`config.mk`:
```
export PLATFORM = sky130hd
export DESIGN_NAME = vga_scanout
export DESIGN_NICKNAME = d
export VERILOG_FILES = /design/src/rtl/vga_scanout.sv
export SDC_FILE = /design/constraint.sdc
export NUM_CORES = 1
export LEC_CHECK = 0
export CAP_MARGIN = 10
export CORE_MARGIN = 1.5
export CORE_UTILIZATION = 44
export CTS_CLUSTER_SIZE = 25
export DETAILED_ROUTE_END_ITERATION = 12
export GPL_ROUTABILITY_DRIVEN = 0
export PLACE_DENSITY = 0.83
export SETUP_SLACK_MARGIN = 0.5
export SLEW_MARGIN = 20
export SYNTH_ARGS = -nofsm -noshare
export SYNTH_HDL_FRONTEND = slang
export SYNTH_SLANG_ARGS = --single-unit
```
`constraint.sdc`:
```
create_clock -name clk -period 4.35 [get_ports clk]
set_input_delay 0.87 -clock clk [delete_from_list [all_inputs] [get_ports clk]]
set_output_delay 0.87 -clock clk [all_outputs]
set_load 0.005 [all_outputs]
```
`src/rtl/vga_scanout.sv`:
```
// VGA scanout: 800x525 raster timing with a framebuffer window and a 3-stage pixel pipeline.
// Define VGA_SCANOUT_BORDER_EN to paint visible pixels outside the window with BORDER_RGB.
module vga_scanout #(
   parameter int unsigned H_VIS      = 640,
   parameter int unsigned H_FP       = 16,
   parameter int unsigned H_SYNC     = 96,
   parameter int unsigned H_BP       = 48,
   parameter int unsigned V_VIS      = 480,
   parameter int unsigned V_FP       = 10,
   parameter int unsigned V_SYNC     = 2,
   parameter int unsigned V_BP       = 33,
   parameter int unsigned FB_W       = 256,
   parameter int unsigned FB_H       = 256,
   parameter int unsigned X0         = 192,
   parameter int unsigned Y0         = 112,
   parameter logic [7:0]  BORDER_RGB = 8'h00
) (
   input  logic        clk,
   input  logic        rst_n,
   output logic [31:0] r_addr,
   input  logic [7:0]  rd,
   output logic [7:0]  vga_r,
   output logic [7:0]  vga_g,
   output logic [7:0]  vga_b,
   output logic        vga_hs,
   output logic        vga_vs,
   output logic        vga_blank_n,
   output logic        frame_start
);

   localparam int unsigned H_TOT  = H_VIS + H_FP + H_SYNC + H_BP;
   localparam int unsigned V_TOT  = V_VIS + V_FP + V_SYNC + V_BP;
   localparam int unsigned HW     = $clog2(H_TOT);
   localparam int unsigned VW     = $clog2(V_TOT);
   localparam int unsigned HS_BEG = H_VIS + H_FP;
   localparam int unsigned HS_END = HS_BEG + H_SYNC;
   localparam int unsigned VS_BEG = V_VIS + V_FP;
   localparam int unsigned VS_END = VS_BEG + V_SYNC;

`ifdef VGA_SCANOUT_BORDER_EN
   localparam bit BORDER_EN = 1'b1;
`else
   localparam bit BORDER_EN = 1'b0;
`endif
   // With the border feature off, off-window pixels collapse to black.
   localparam logic [7:0] BORDER_PX = BORDER_EN ? BORDER_RGB : 8'h00;

   function automatic logic [23:0] expand(input logic [7:0] p);
      return {p[7:5], p[7:5], p[7:6], p[4:2], p[4:2], p[4:3], {4{p[1:0]}}};
   endfunction

   logic [HW-1:0] h_cnt_q, h_cnt_d;
   logic [VW-1:0] v_cnt_q, v_cnt_d;
   logic          armed_q;
   logic [31:0]   h_ext, v_ext;
   logic          in_win_c, vis_c, hs_n_c, vs_n_c, fs_c;
   logic          s1_win_q, s1_vis_q, s1_hs_q, s1_vs_q, s1_fs_q;
   logic [23:0]   rgb_d;

   // S0: raster counters
   always_comb begin
      h_cnt_d = h_cnt_q + 1'b1;
      v_cnt_d = v_cnt_q;
      if (h_cnt_q == HW'(H_TOT - 1)) begin
         h_cnt_d = '0;
         v_cnt_d = (v_cnt_q == VW'(V_TOT - 1)) ? '0 : v_cnt_q + 1'b1;
      end
   end

   // S0: position decode and framebuffer address
   always_comb begin
      h_ext    = 32'(h_cnt_q);
      v_ext    = 32'(v_cnt_q);
      in_win_c = (h_ext >= X0) && (h_ext < X0 + FB_W) && (v_ext >= Y0) && (v_ext < Y0 + FB_H);
      vis_c    = (h_ext < H_VIS) && (v_ext < V_VIS);
      hs_n_c   = !((h_ext >= HS_BEG) && (h_ext < HS_END));
      vs_n_c   = !((v_ext >= VS_BEG) && (v_ext < VS_END));
      // armed_q masks the (0,0) seen straight out of reset
      fs_c     = armed_q && (h_cnt_q == '0) && (v_cnt_q == '0);
      r_addr   = in_win_c ? (v_ext - Y0) * FB_W + (h_ext - X0) : '0;
   end

   // S1 -> S2: colour select; rd is only looked at for window pixels
   always_comb begin
      rgb_d = '0;
      if (s1_vis_q) rgb_d = expand(s1_win_q ? rd : BORDER_PX);
   end

   always_ff @(posedge clk or negedge rst_n) begin
      if (!rst_n) begin
         h_cnt_q  <= '0;
         v_cnt_q  <= '0;
         armed_q  <= 1'b0;
         s1_win_q <= 1'b0;
         s1_vis_q <= 1'b0;
         s1_hs_q  <= 1'b1;
         s1_vs_q  <= 1'b1;
         s1_fs_q  <= 1'b0;
      end else begin
         h_cnt_q  <= h_cnt_d;
         v_cnt_q  <= v_cnt_d;
         armed_q  <= 1'b1;
         s1_win_q <= in_win_c;
         s1_vis_q <= vis_c;
         s1_hs_q  <= hs_n_c;
         s1_vs_q  <= vs_n_c;
         s1_fs_q  <= fs_c;
      end
   end

   // S2: registered DAC and sync outputs
   always_ff @(posedge clk or negedge rst_n) begin
      if (!rst_n) begin
         vga_r       <= '0;
         vga_g       <= '0;
         vga_b       <= '0;
         vga_hs      <= 1'b1;
         vga_vs      <= 1'b1;
         vga_blank_n <= 1'b0;
         frame_start <= 1'b0;
      end else begin
         vga_r       <= rgb_d[23:16];
         vga_g       <= rgb_d[15:8];
         vga_b       <= rgb_d[7:0];
         vga_hs      <= s1_hs_q;
         vga_vs      <= s1_vs_q;
         vga_blank_n <= s1_vis_q;
         frame_start <= s1_fs_q;
      end
   end

endmodule

```
==> impl_metrics.json, run 1 <==
{
  "utilization": 0.6277,
  "clk_path_buf_depth": 2,
  "totalWireLength_um": 6857,
  "fin_nets": 391,
  "multiInputGateArea_um2": 1555,
  "core_um2": 5956,
  "antenna_found_initial": 0,
  "crit_arrival_ps": 2890,
  "synth_cell_types": 59,
  "cp.required_ps": 3480,
  "grt_pass1_vias": 2339,
  "layout-drive-gt1-share": 0.2301,
  "ctsHoldBuffers": 0,
  "clock_sinks": 38,
  "final_max_slew_viol_count": 0,
  "cts_buffers": 5,
  "finalHoldViolations": 0,
  "swShare": 0.1829,
  "dr_total_vias": 2438,
  "holdCritPathClass": "register to register",
  "timing.max_cap.violations": 0,
  "powerDensity_nw_per_um2": 197.9,
  "yosys-top-cells-area": "dfrtp_1 (31%), buf_4 (8.0%), ha_1 (7.3%)",
  "timing.slew.headroom": 0.4535,
  "slowest_stage": "clkdlybuf4s50_1",
  "worst_slew_pin_slew_ps": 819.7,
  "ys_async_sr_fraction": 1.000,
  "synthesis.area_um2": 2726,
  "finalSetupTns_ps": 0,
  "wire_per_inst_um": 15.58,
  "fin_skew_ps": 4.280,
  "n_fill_cell": 477,
  "power_frac_seq": 0.478,
  "die_h_um": 81.72,
  "crit_buf_inv": 2,
  "ys_seq_elements": 38,
  "grt_max_degree": 39,
  "startpoint_type": "register",
  "fp.dieW_um": 81.72,
  "endpoint_kind": "primary output",
  "dpl_cell_area_um2": 3253,
  "stdcell_area_um2": 3739,
  "worst-r2r-cell-count": 5,
  "yosys_warnings": 0,
  "status": "finished, final reports clean",
  "cts_htree_levels": 2,
  "ys_seq_area_frac": 0.3506,
  "pin_count": 70,
  "synth_top_area_frac": 0.3121,
  "synth_ff_type": "dfrtp_1",
  "register_area_um2": 963.4,
  "first_pass_iters": 5,
  "drtIter0Drc": 180,
  "grt_first_pass_wirelength_um": 11210,
  "clkPwrFrac": 0.503,
  "whs_path_depth": 0,
  "syn_nets": 329,
  "dieArea_um2": 6677,
  "worst-setup-path-type": "register to primary output",
  "io_buffer_count": 69,
  "max_freq_mhz": 266.2,
  "post-dp-hpwl_um": 4298,
  "clk_latency_ps": 290,
  "crit_cells": 8,
  "p_switching_uw": 135.3,
  "p_int_uw": 604.7,
  "viasPerCell": 5.541,
  "crit_family": "simple AND/OR/NAND/NOR gates",
  "comb_power_share": 0.019,
  "antenna_left": 0,
  "finalCritPeriodShare": 0.8635,
  "yosysTopAreaCell": "dfrtp_1",
  "synth_edf_count": 0,
  "cpPeakStageDelay_ps": 530,
  "clk_pin_slew_ps": 80,
  "grt_overflow": 0,
  "areaGrowthSynthToFinish_pct": 37.13,
  "pre_cts_ws_ps": 298.2,
  "rsz0062_at_grt": "true",
  "ir_drop_mv": 0.2346,
  "setup_viol": 0,
  "leakage_nw": 1.660,
  "avgSynthCellArea_um2": 9.028,
  "rows": 28,
  "cp_cell_sequence": "nor4_1, nand2_1, nor4b_1, nor3b_1, a211o_2, inv_2, and2_1, clkdlybuf4s50_1",
  "cts_root_buf": "clkbuf_8",
  "layout_setup_ws_ps": 593.6,
  "initial_utilization": 0.4578,
  "synth_cells": 302,
  "crit_fanout": 9,
  "min_period_ps": 3756,
  "track_usage": 0.2174,
  "cts_tree": "yes",
  "diodes": 0,
  "drc_errors": 0
}
-- layer usage --
layer	routed length, um	vias up	track usage
met5	0	-	0
met4	95	0	0.08814
met3	558	12	0.03889
met2	3434	127	0.3719
met1	2769	1163	0.2698
li1	-	1136	-
-- Yosys cell counts, types with 7 or more instances --
library cell	count
dfrtp_1	34
buf_4	29
nor2_1	21
nand2_1	19
o21ai_0	19
xnor2_1	17
ha_1	16
and3_1	14
inv_1	14
clkbuf_1	12
a21oi_1	11
and2_1	10
nand3_1	9
nor3_1	7
xor2_1	7
-- area by class of cell --
class	count	share of cell area
sequential	38	0.2577
clock buffer	6	0.02209
clock inverter	2	0.01606
multi-input combinational	205	0.4160
timing repair buffer	99	0.2446
inverter	15	0.01841
tap	75	0.02510
-- cells by family after synthesis --
kind of cell,share of synthesized area
flip-flops,0.3506
other,0.001375
AND/OR/NAND/NOR,0.2336
adder cells (fa/ha/maj),0.08077
buffers and inverters,0.1248
AO/OA/AOI/OAI,0.1235
XOR/XNOR,0.08536
-- path summary, 6_finish.rpt --
check / start / slack (ps) / endpoint
setup / recovery: h_cnt_q[2]$_DFF_PN0_ / 590 / r_addr[7]
hold / removal: s1_fs_q$_DFF_PN0_ / 360 / frame_start$_DFF_PN0_
setup reg to reg: v_cnt_q[2]$_DFFE_PN0N_ / 2030 / v_cnt_q[6]$_DFFE_PN0N_
hold reg to reg: s1_fs_q$_DFF_PN0_ / 360 / frame_start$_DFF_PN0_
max in group asynchronous: rst_n / 3100 / h_cnt_q[8]$_DFF_PN0_
min in group asynchronous: rst_n / 670 / h_cnt_q[3]$_DFF_PN0_
-- through the flow --
| step | instances | total power [mW] | hold WS, ps |
|---|---|---|---|
| 3_3_place_gp | 406 | 0.3746 | 336.4 |
| 6_report | 440 | 0.7400 | 356.8 |
| 3_5_place_dp | 406 | 0.3750 | 336.3 |
| 2_1_floorplan | 302 | 0.3607 | 331.2 |
| 4_1_cts | 431 | 0.7457 | 354.3 |
| 5_1_grt | 440 | 0.7693 | 366.7 |
-- state kept, by name, summed over array words and instances, names as in the netlist, 2 cells and up --
signal / flops
h_cnt_q: 10
v_cnt_q: 10
vga_b: 2
vga_g: 3
vga_r: 3
-- layout by cell type (no fill, tap or decap), types with 5 or more instances in the layout --
cell type,Yosys,routed
ha_1,16,11
buf_4,29,27
dfrtp_2,0,6
clkdlybuf4s50_1,0,51
inv_1,14,13
nand2_1,19,19
and2_1,10,9
o21ai_0,19,18
clkbuf_8,0,6
buf_6,1,5
nor3_1,7,6
dfrtp_1,34,28
dlymetal6s2s_1,0,6
a21oi_1,11,7
and3_1,14,14
xnor2_1,17,16
clkbuf_2,0,5
xor2_1,7,6
nand3_1,9,9
nor2_1,21,20
-- power by group through the flow --
| stage | combinational, mW | clock, mW | sequential [mW] |
|---|---|---|---|
| detailed placement | 0.0144 | 0 | 0.361 |
| floorplan | 0.0000823 | 0 | 0.361 |
| finish | 0.0139 | 0.373 | 0.354 |
| CTS | 0.0144 | 0.378 | 0.354 |
| global placement | 0.0141 | 0 | 0.361 |
| global route | 0.0163 | 0.399 | 0.354 |
-- what timing repair did --
item / 4_1_cts / 5_1_grt
gates cloned: 1 / 0
gates resized for setup: 39 / 37
hold endpoints to repair: 0 / 0
setup endpoints to repair: 25 / 26
setup buffers: 16 / 9
pin swaps: 8 / 12
Note: power is estimated with default switching activity, not from simulation.
==> run 2, diff against run 1 <==
Clock period 4.35 ns to 4.6 ns, I/O delays scaled along.
==> run 2 against run 1 <==
Compared with the run above: sequential share of layout area up 0.74 points; critical path depth rose by 3; hold slack lost 0.83 ps; final area is 2.8% lower; utilization fell by 1.7 points; die area unchanged; non-clock buffer count shrank 12; via count is 1.9% lower; count of clock-buffer cells in the layout down 1; clock power decreased by 24%; sequential cell count unchanged; largest power group is now registers.
==> impl_metrics.json, run 2 (synthesis results as in run 1) <==
{
  "grt_max_degree": 39,
  "r2r-start": "h_cnt_q[6]$_DFF_PN0_",
  "min-delay-start": "s1_fs_q$_DFF_PN0_",
  "rsz0062_at_grt": "false",
  "fin_cells": 428,
  "drtIter0Drc": 175,
  "finalSetupTns_ps": 0,
  "fin_skew_ps": 4.569,
  "clock_sinks": 38,
  "grt_first_pass_wirelength_um": 10250,
  "fp.dieW_um": 81.72,
  "dpl_cell_area_um2": 3238,
  "track_usage": 0.1983,
  "crit_buf_inv": 2,
  "utilization": 0.6103,
  "grt_overflow": 0,
  "n_fill_cell": 469,
  "fin_nets": 379,
  "ir_drop_mv": 0.1871,
  "clk_latency_ps": 290,
  "areaGrowthSynthToFinish_pct": 33.32,
  "dr_total_vias": 2392,
  "min_period_ps": 3990,
  "io_buffer_count": 69,
  "crit_arrival_ps": 3070,
  "grt_pass1_vias": 2160,
  "antenna_left": 0,
  "stdcell_area_um2": 3635,
  "wire_per_inst_um": 15.39,
  "worst-r2r-cell-count": 9,
  "dieArea_um2": 6677,
  "cp_cell_sequence": "ha_4, or3_4, inv_8, ha_2, nand2_1, o311ai_1, and3_1, a211oi_2, xnor2_1, nor2_1, clkdlybuf4s50_1",
  "whs_path_depth": 0,
  "finalPower_uw": 629.3,
  "clk_pin_slew_ps": 80,
  "finalHoldViolations": 0,
  "leakage_nw": 1.484,
  "holdCritPathClass": "register to register",
  "startpoint": "h_cnt_q[7]$_DFF_PN0_",
  "totalWireLength_um": 6589,
  "worst-setup-path-type": "register to primary output",
  "die_h_um": 81.72,
  "ctsHoldBuffers": 0,
  "whs_ps": 356.0,
  "core_um2": 5956,
  "pin_count": 70,
  "max_freq_mhz": 250.6,
  "largestRegisters": "h_cnt_q: 10 flops, v_cnt_q: 10 flops",
  "cts_htree_levels": 2,
  "viasPerCell": 5.589,
  "timing.max_cap.violations": 0,
  "cts_root_buf": "clkbuf_8",
  "first_pass_iters": 5,
  "final_max_slew_viol_count": 0,
  "layout_commonest_cell": "clkdlybuf4s50_1",
  "worst_slew_pin_slew_ps": 899.5,
  "startpoint_type": "register",
  "powerDensity_nw_per_um2": 173.1,
  "cp.required_ps": 3680,
  "crit_family": "simple AND/OR/NAND/NOR gates",
  "timing.slew.headroom": 0.3958,
  "rows": 28,
  "cpPeakStageDelay_ps": 500,
  "pre_cts_ws_ps": 402.0,
  "slowest_stage": "clkdlybuf4s50_1",
  "cts_buffers": 5,
  "finalCritPeriodShare": 0.8673,
  "layout_setup_ws_ps": 610.3,
  "r2r-end": "v_cnt_q[5]$_DFFE_PN0N_",
  "diodes": 0,
  "worst-r2r-setup-slack_ps": 1830,
  "status": "finished, final reports clean",
  "post-dp-hpwl_um": 4148,
  "dp.cells": 404,
  "clk_path_buf_depth": 2,
  "endpoint_kind": "primary output",
  "initial_utilization": 0.4578,
  "layout_common_cells": "clkdlybuf4s50_1 (66), dfrtp_1 (28), nor2_1 (20)",
  "crit_fanout": 8,
  "min_to": "frame_start$_DFF_PN0_",
  "cts_tree": "yes",
  "layout-drive-gt1-share": 0.1841,
  "setup_viol": 0,
  "drc_errors": 0,
  "antenna_found_initial": 0
}
[run 2: changes by cell type in the layout (fill, tap and decap cells not counted), sizes merged]
cell | previous run | this run
clkinvlp | 0 | 2
dlymetal6s2s | 6 | 2
clkdlybuf4s50 | 51 | 66
buf | 33 | 19
inv | 14 | 15
bufinv | 2 | 1
clkbuf | 11 | 5
clkinv | 1 | 0
clkdlybuf4s15 | 4 | 0
[run 2: worst register-to-register path, stage by stage, from the launching register on]
cell     delay (ps)
dfrtp_2         460
buf_4           150
inv_1            90
ha_1            190
nand2_1         100
nor4_4          770
nand3_1         230
or3_4           400
xnor2_1         170
a21oi_1          50
[run 2: where the power goes]
| part | total [mW] | leakage (nW) | internal [mW] | switching (mW) |
|---|---|---|---|---|
| logic | 0.0129 | 0.953 | 0.00613 | 0.00681 |
| clock network | 0.282 | 0.0504 | 0.161 | 0.121 |
| registers | 0.335 | 0.480 | 0.334 | 0.000147 |
| total | 0.629 | 1.48 | 0.502 | 0.128 |
[run 2: worst max path at each step]
stage,end,slack (ps),cells after the start
6_report,r_addr[17],610,11
5_1_grt,r_addr[21],480,11
4_1_cts,r_addr[8],520,9
3_5_place_dp,r_addr[17],400,11
3_3_place_gp,r_addr[17],500,11
2_1_floorplan,r_addr[20],800,11
[run 2: per-layer routing]
metal / part of all wire / GRT usage
met4: 0.031 / 0.09153
met5: 0 / 0
met1: 0.42 / 0.2605
met2: 0.48 / 0.3091
met3: 0.070 / 0.04556
[run 2: layout make-up]
| type | count | area [um^2] | share of cell area |
|---|---|---|---|
| Multi-Input combinational cell | 205 | 1567 | 0.4310 |
| Clock buffer | 5 | 68.82 | 0.01893 |
| Clock inverter | 3 | 45.04 | 0.01239 |
| Sequential cell | 38 | 963.4 | 0.2651 |
| Tap cell | 75 | 93.84 | 0.02582 |
| Timing Repair Buffer | 87 | 833.3 | 0.2293 |
| Inverter | 15 | 63.81 | 0.01756 |
[run 2: what timing repair did]
action	4_1_cts	5_1_grt
buffers inserted	3	12
gates resized for setup	17	25
pin swaps	1	5
cloned	1	0
setup endpoints to repair	17	24
